`src/rtl/axis_pkt_mux_pkg.sv`:
```
// Shared types and defaults for the AXI-Stream packet multiplexer.
package axis_pkt_mux_pkg;

  localparam int DATA_W_DEF = 8;
  localparam int NUM_CH_DEF = 4;

  typedef enum logic {
    IDLE   = 1'b0,
    LOCKED = 1'b1
  } state_t;

  function automatic int sel_width(input int n);
    return (n <= 2) ? 1 : $clog2(n);
  endfunction

endpackage

```
`src/rtl/axis_skid_buf.sv`:
```
// Two-entry output buffer; in_ready depends only on occupancy, never on out_ready.
module axis_skid_buf #(
  parameter int W = 9
) (
  input  logic         aclk,
  input  logic         areset,
  input  logic [W-1:0] in_data,
  input  logic         in_valid,
  output logic         in_ready,
  output logic [W-1:0] out_data,
  output logic         out_valid,
  input  logic         out_ready
);

  logic [W-1:0] mem [2];
  logic         wptr;
  logic         rptr;
  logic [1:0]   cnt;
  logic         push;
  logic         pop;

  assign in_ready  = (cnt != 2'd2);
  assign out_valid = (cnt != 2'd0);
  assign push      = in_valid && in_ready;
  assign pop       = out_valid && out_ready;
  // Head entry is only rewritten after it pops, so it stays stable under backpressure.
  assign out_data  = mem[rptr];

  always_ff @(posedge aclk) begin
    if (areset) begin
      mem[0] <= '0;
      mem[1] <= '0;
      wptr   <= 1'b0;
      rptr   <= 1'b0;
      cnt    <= 2'd0;
    end else begin
      if (push) begin
        mem[wptr] <= in_data;
        wptr      <= ~wptr;
      end
      if (pop) rptr <= ~rptr;
      cnt <= cnt + 2'(push) - 2'(pop);
    end
  end

endmodule

```
`src/rtl/axis_pkt_mux.sv`:
```
// Packet-locked AXI-Stream N:1 mux. Fixed-select arbitration by default;
// define AXIS_PKT_MUX_RR_EN for round-robin arbitration (sel then unused).
module axis_pkt_mux
  import axis_pkt_mux_pkg::*;
#(
  parameter int  DATA_W = DATA_W_DEF,
  parameter int  NUM_CH = NUM_CH_DEF,
  localparam int SEL_W  = sel_width(NUM_CH)
) (
  input  logic                     aclk,
  input  logic                     areset,
  input  logic [NUM_CH*DATA_W-1:0] s_axis_tdata,
  input  logic [NUM_CH-1:0]        s_axis_tvalid,
  input  logic [NUM_CH-1:0]        s_axis_tlast,
  output logic [NUM_CH-1:0]        s_axis_tready,
  input  logic [SEL_W-1:0]         sel,
  output logic [DATA_W-1:0]        m_axis_tdata,
  output logic                     m_axis_tvalid,
  output logic                     m_axis_tlast,
  input  logic                     m_axis_tready,
  output logic [SEL_W-1:0]         active_ch,
  output logic                     busy
);

  state_t             state;
  state_t             state_nxt;
  logic [SEL_W-1:0]   ch_q;
  logic [SEL_W-1:0]   grant_ch;
  logic               grant_vld;
  logic               cur_vld;
  logic               cur_last;
  logic [DATA_W-1:0]  cur_data;
  logic               beat_ok;
  logic               buf_in_ready;
  logic               buf_out_valid;
  logic [DATA_W:0]    buf_out;

  assign cur_vld  = s_axis_tvalid[ch_q];
  assign cur_last = s_axis_tlast[ch_q];
  assign cur_data = s_axis_tdata[ch_q*DATA_W +: DATA_W];
  assign beat_ok  = !areset && (state == LOCKED) && cur_vld && buf_in_ready;

`ifdef AXIS_PKT_MUX_RR_EN
  logic [SEL_W-1:0] rr_last;
  logic             unused_sel;
  int               idx;

  assign unused_sel = ^sel;

  // Search starts one past the previous grant, wrapping at NUM_CH.
  always_comb begin
    grant_vld = 1'b0;
    grant_ch  = '0;
    idx       = 0;
    for (int k = 1; k <= NUM_CH; k++) begin
      idx = (int'(rr_last) + k) % NUM_CH;
      if (!grant_vld && s_axis_tvalid[idx]) begin
        grant_vld = 1'b1;
        grant_ch  = SEL_W'(idx);
      end
    end
  end

  // Reset to the last channel so channel 0 is searched first.
  always_ff @(posedge aclk) begin
    if (areset)                           rr_last <= SEL_W'(NUM_CH - 1);
    else if (state == IDLE && grant_vld)  rr_last <= grant_ch;
  end
`else
  localparam logic [SEL_W:0] NUM_CH_L = (SEL_W + 1)'(NUM_CH);

  always_comb begin
    grant_vld = 1'b0;
    grant_ch  = sel;
    if ({1'b0, sel} < NUM_CH_L) grant_vld = s_axis_tvalid[sel];
  end
`endif

  always_ff @(posedge aclk) begin
    if (areset) state <= IDLE;
    else        state <= state_nxt;
  end

  always_comb begin
    state_nxt = state;
    case (state)
      IDLE:    if (grant_vld) state_nxt = LOCKED;
      LOCKED:  if (beat_ok && cur_last) state_nxt = IDLE;
      default: state_nxt = IDLE;
    endcase
  end

  always_ff @(posedge aclk) begin
    if (areset)                          ch_q <= '0;
    else if (state == IDLE && grant_vld) ch_q <= grant_ch;
  end

  always_comb begin
    s_axis_tready = '0;
    if (!areset && state == LOCKED) s_axis_tready[ch_q] = buf_in_ready;
  end

  axis_skid_buf #(
    .W(DATA_W + 1)
  ) u_buf (
    .aclk      (aclk),
    .areset    (areset),
    .in_data   ({cur_last, cur_data}),
    .in_valid  (beat_ok),
    .in_ready  (buf_in_ready),
    .out_data  (buf_out),
    .out_valid (buf_out_valid),
    .out_ready (m_axis_tready)
  );

  // Outputs are masked while reset is held, not just after the first reset edge.
  assign m_axis_tvalid = buf_out_valid && !areset;
  assign m_axis_tlast  = buf_out[DATA_W] && !areset;
  assign m_axis_tdata  = areset ? '0 : buf_out[DATA_W-1:0];
  assign active_ch     = areset ? '0 : ch_q;
  assign busy          = (state == LOCKED) && !areset;

endmodule

```
`config.mk`:
```
export PLATFORM = sky130hd
export DESIGN_NAME = axis_pkt_mux
export DESIGN_NICKNAME = d
export VERILOG_FILES = /design/src/rtl/axis_pkt_mux_pkg.sv /design/src/rtl/axis_skid_buf.sv /design/src/rtl/axis_pkt_mux.sv
export SDC_FILE = /design/constraint.sdc
export NUM_CORES = 1
export LEC_CHECK = 0
export BUFFER_PORTS_ARGS = -buffer_cell sky130_fd_sc_hd__buf_4
export CORE_AREA = 5 5 57 97
export DETAILED_ROUTE_END_ITERATION = 10
export DIE_AREA = 0 0 62 102
export PLACE_DENSITY = 0.6
export SLEW_MARGIN = 25
export SYNTH_ARGS = -nofsm -noshare
export SYNTH_HDL_FRONTEND = slang
export SYNTH_HIERARCHICAL = 1
export SYNTH_SLANG_ARGS = --single-unit
```
`constraint.sdc`:
```
create_clock -name aclk -period 2.29 [get_ports aclk]
set_clock_uncertainty 0.15 [all_clocks]
set_input_delay 0.458 -clock aclk [delete_from_list [all_inputs] [get_ports aclk]]
set_output_delay 0.458 -clock aclk [all_outputs]
set_load 0.05 [all_outputs]
```
Word level (Yosys, flattened, before mapping)
Memories as Yosys holds them, arrays and structs flattened. A register that Yosys moved wholly into a read port is not among the register bits. Cells that the tools add are included.

Bits in registers: 7. Memory bits (writable): 18. Input port bits: 45. Output and inout port bits: 17. Logic and storage cells: 54. Memories: 1.

Add/sub/neg operators: 2. Magnitude comparators: 3. Equal/unequal tests: 1. Shift operators: 1. Multiplexer cells: 24. Bitwise operators: 4. Reductions and logical operators: 13.

Memories: u_buf.mem (depth 2, bits a word 9, read ports 1, clocked after Yosys merged registers in 1, write ports 2, line axis_skid_buf.sv:15) `logic [W-1:0] mem [2];`.

Operators with widths (number): $shiftx 32x6->8 (1); $mux 1 (15); $logic_and 1x1->1 (10); $mux 9 (1); $reduce_or 9->1 (1); $mux 8 (1); $bmux 1 s2 (3); $lt 2x3->1 const B (2); $and 4x4->4 (1); $mux 4 (1); $not 1->1 (3); $add 2x1->2 (1); $demux 1 s2 (1); $ge 2x1->1 const B (1); $mux 2 (1); $ne 2x2->1 const B (1); $pmux 1 s2 (1); $reduce_bool 2->1 (1); $sub 2x1->2 (1); $logic_not 1->1 (1).

Longest topological paths before layout
Depth in word-level cells: 10. Mapped depth: 10.

Modules after synthesis
The synthesis kept the hierarchy.

Modules (own cells, without submodules): axis_skid_buf (instances 1, cells each 83, area each 1048.5 µm², sequential area each 640.6 µm²); axis_pkt_mux (instances 1, cells each 50, area each 533.0 µm², sequential area each 60.1 µm²).

Worst setup path after synthesis
No wires, ideal clock.

Kind: input to output. Start: in areset. End: out s_axis_tready[1]. Arrival: 2.630 ns. Required time: 1.682 ns. Path slack: -0.948 ns. Stages on the path: 3. Buffers on the path: 0. Cell sequence: nor2b_1 > nand2_1 > nor3b_1.

Cells in the longest elaborated chain, start to end: 3.

RTL lines: start: declaration (line axis_pkt_mux.sv:11) `input logic areset,`; $logic_not 1->1 (line axis_pkt_mux.sv:100) `if (!areset && state == LOCKED) s_axis_tready[ch_q] = buf_in_ready;`; $logic_and 1x1->1 (line axis_pkt_mux.sv:100); $mux 4 (line axis_pkt_mux.sv:100); end: declaration (line axis_pkt_mux.sv:15) `output logic [NUM_CH-1:0] s_axis_tready,`.

Every way passes these cells.

==> parameters.txt <==
Parameter                              Value

Critical path
  Number of cells on the worst reg-to-reg path ... 9
  CP required ... 1.68 ns
  Critical path capture point type ... output pin
  Critical Path Start Type ... register
  Worst-path maximum fanout ... 9
  Worst endpoint data arrival time ... 1.57 ns
  Kind of critical path ... register to output pin

CTS
  Hold-fix buffer count after cts ... 0
  Maximum root-to-sink buffer count ... 2
  Cts bufs inserted ... 3
  Cell at the root of the clock tree ... sky130_fd_sc_hd__clkbuf_8
  Later-pin clock latency in the skew report ... 0.26 ns
  CTS tree ... built
  Number of H-tree levels ... 1
  Clk sinks ... 26
  Clock-pin slew on the worst setup and hold paths ... 0.08 ns

Drt
  Routed wirelength normalized by instance count ... 14.3 µm
  Remaining routing DRC violations ... 0
  Antenna violation net count after detailed routing ... 0
  Via count normalized by instance count ... 4.97
  Via total after detailed routing ... 1,238
  Detailed Route WL ... 3.57 mm
  Count of TritonRoute iterations in the first routing pass ... 4
  Number of DRC violations after detailed-routing iteration 0 ... 27

Layout
  Net count reported at finish ... 245
  Footprint of the multi-input gates ... 878 µm²
  Number of non-filler instances in the completed layout ... 249
  Area Growth Syn to Fin ... 41.1%
  Combined flip-flop and latch cell area ... 702 µm²
  Final core utilization ... 48.2%
  Share of layout cells above drive strength 1 ... 52.3%
  Total inserted antenna cells ... 0
  Fill count ... 433

Yosys
  Total nets after synthesis ... 180
  Most common cell in the synthesized netlist ... sky130_fd_sc_hd__nor2_1
  Post-Synth Adder-Cell Area ... 1.58%
  Sequential area share after synthesis ... 44.3%
  Synth Register Bits ... 26
  Proportion of synthesized area in mux cells ... 24.0%
  Post-Synthesis Cells ... 133
  Area fraction in compound gates after synthesis ... 3.01%
  Xor/xnor cell area share of the yosys netlist ... 1.11%
  Number of enable-type register cells in the synthesized netlist ... 18
  Syn avg cell area ... 11.9 µm²
  Async set-or-reset flop fraction in the synthesized netlist ... 0%
  Most area-consuming cells after synthesis ... sky130_fd_sc_hd__edfxtp_1 (34%), sky130_fd_sc_hd__dfxtp_1 (10%), sky130_fd_sc_hd__mux4_2 (10%), sky130_fd_sc_hd__mux2_2 (7.1%), sky130_fd_sc_hd__nor2b_1 (6.3%)
  Most instantiated cells after synthesis ... sky130_fd_sc_hd__nor2_1 (23), sky130_fd_sc_hd__edfxtp_1 (18), sky130_fd_sc_hd__nor2b_1 (16), sky130_fd_sc_hd__nand2b_1 (11), sky130_fd_sc_hd__mux2_2 (10)
  Count of unique library cells instantiated by Yosys ... 34
  Area fraction in and, or, nand and nor cells after synthesis ... 22.6%
  Combinational family with the most area after synthesis ... multiplexers
  Fraction of synthesized cell area taken by the top area cell type ... 34.2%
  Cell area after technology mapping ... 1580 µm²
  Number of warning messages in the yosys log ... 6
  Cell taking the most area after synthesis ... sky130_fd_sc_hd__edfxtp_1
  Dominant synthesized flop cell ... sky130_fd_sc_hd__edfxtp_1

GRT
  Total Routing Usage GR ... 12.1%
  Global-route wire length before repair ... 5.84 mm
  Number of global-route vias before repair ... 1,285
  Overflow left after global routing ... 0
  Initial antenna violation count ... 0
  Pin count of the biggest net entering global routing ... 32

Min path
  Worst hold path cell count ... 3
  Hold WC Path Type ... input port to register

Power and ir drop
  Post-layout total power ... 1.58 mW
  Static leakage ... 0.931 nW
  Sequential power share ... 39.0%
  Comb pwr share ... 38.2%
  Internal power consumption ... 1.09 mW
  Sw Share ... 31.4%
  Net Switching ... 0.497 mW
  VDD IR max ... 0.443 mV
  Clock group share of total power ... 22.9%
  Pwr per Cell Area ... 710 nW/µm²

STA
  Final critical path time including I/O delays and setup ... 2.18 ns
  Worst-case headroom to the max-slew limit ... 71.3%
  Worst Setup Slack, final ... 0.113 ns
  Final critical-path share of the clock period ... 95.1%
  RSZ-0062 raised after global routing ... false
  Transition at the pin with the smallest max-transition slack ... 0.431 ns
  Number of hold-slack violations in the final timing report ... 0
  Final count of pins violating max slew ... 0
  Upper clock frequency limit ... 459 MHz
  # setup viols final ... 0

Floorplan
  Floorplan die height ... 102 µm
  Num ports ... 62
  Starting density of the core ... 34.2%
  Full die area ... 6320 µm²
  Width of the chip ... 62 µm
  Area of the core region ... 4620 µm²
  Std-Cell Rows ... 33

Placement
  Gp weighted congestion ... 0.699
  Final HPWL from detailed placement ... 2.95 mm
  Count of placed standard cells including taps ... 244
  PortBufs ... 61
  Post-Place Setup Slack ... -0.120 ns

Outcome
  Outcome ... finished clean

Job
  Max-cap violation count ... 0
==> area by class of cell <==
type                    instances  share of cell area, %
clock buffers                   3                   1.85
clock inverters                 1                   1.35
inverters                       1                  0.168
multi-input cells              98                   39.4
flip-flops and latches         26                   31.5
well taps                      52                   2.92
repair buffers                 68                   22.9
==> power by group through the flow <==
stage,Clock (mW),Sequential [mW],Combinational (mW)
global placement,0,0.627,0.594
finish,0.362,0.618,0.605
floorplan,0,0.595,0.463
detailed placement,0,0.630,0.602
CTS,0.375,0.620,0.605
global route,0.387,0.628,0.655
==> critical path: stages (launching register included) <==
cell                      delay (ns)
sky130_fd_sc_hd__dfxtp_1        0.58
sky130_fd_sc_hd__mux2_2         0.39
sky130_fd_sc_hd__nor2b_1        0.13
sky130_fd_sc_hd__buf_4          0.20
==> final timing paths <==
check,start,end,slack [ns]
worst max-delay path,register,m_axis_tdata[7],0.11
worst max register to register,ch_q[0]$_SDFFE_PP0P_,u_buf/cnt[1]$_SDFF_PP0_,0.11
worst min-delay path,sel[1],ch_q[1]$_SDFFE_PP0P_,0.33
worst min register to register,u_buf/rptr$_SDFFE_PP0P_,u_buf/rptr$_SDFFE_PP0P_,0.37
==> sequential cells by signal (all words and copies together), names as in the netlist, named ones only <==
| name | flops |
|---|---|
| u_buf/wptr | 1 |
| u_buf/rptr | 1 |
| u_buf/cnt | 2 |
| state | 1 |
| ch_q | 2 |
| u_buf/mem | 18 |
==> routing by layer <==
layer / up-vias / GRT usage (%) / part of all wire (%)
li1: 605 / - / -
met1: 576 / 13.3 / 34
met2: 53 / 22.0 / 57
met3: 4 / 2.28 / 7.5
met4: 0 / 4.25 / 0.98
met5: - / 0 / 0
==> layout by cell type, fill, tap and decap left out, drive strengths merged, types with 3 or more instances in the layout <==
| cell | n |
|---|---|
| buf | 68 |
| clkbuf | 3 |
| dfxtp | 8 |
| edfxtp | 18 |
| mux2 | 10 |
| mux2i | 3 |
| mux4 | 10 |
| nand2b | 12 |
| nor2 | 23 |
| nor2b | 16 |
| o21ai | 3 |
==> logic make-up after synthesis <==
group	count (synthesis)
simple gates	64
flops	26
mux	23
buf+inv	9
compound gates	7
xor+xnor	2
fa+ha+maj	2
==> stage by stage <==
step	hold WS, ns	setup TNS, ns	area (µm²)
floorplan	0.330	0	1620
global placement	0.345	-0.0707	2140
detailed placement	0.353	-0.120	2140
CTS	0.326	0	2210
global route	0.337	0	2230
finish	0.334	0	2230
==> what timing repair did <==
action / CTS / global route
setup buffers: 0 / 1
setup endpoints to repair: 0 / 1
gates resized for setup: 0 / 3
Note: power is estimated with default switching activity, not from simulation.
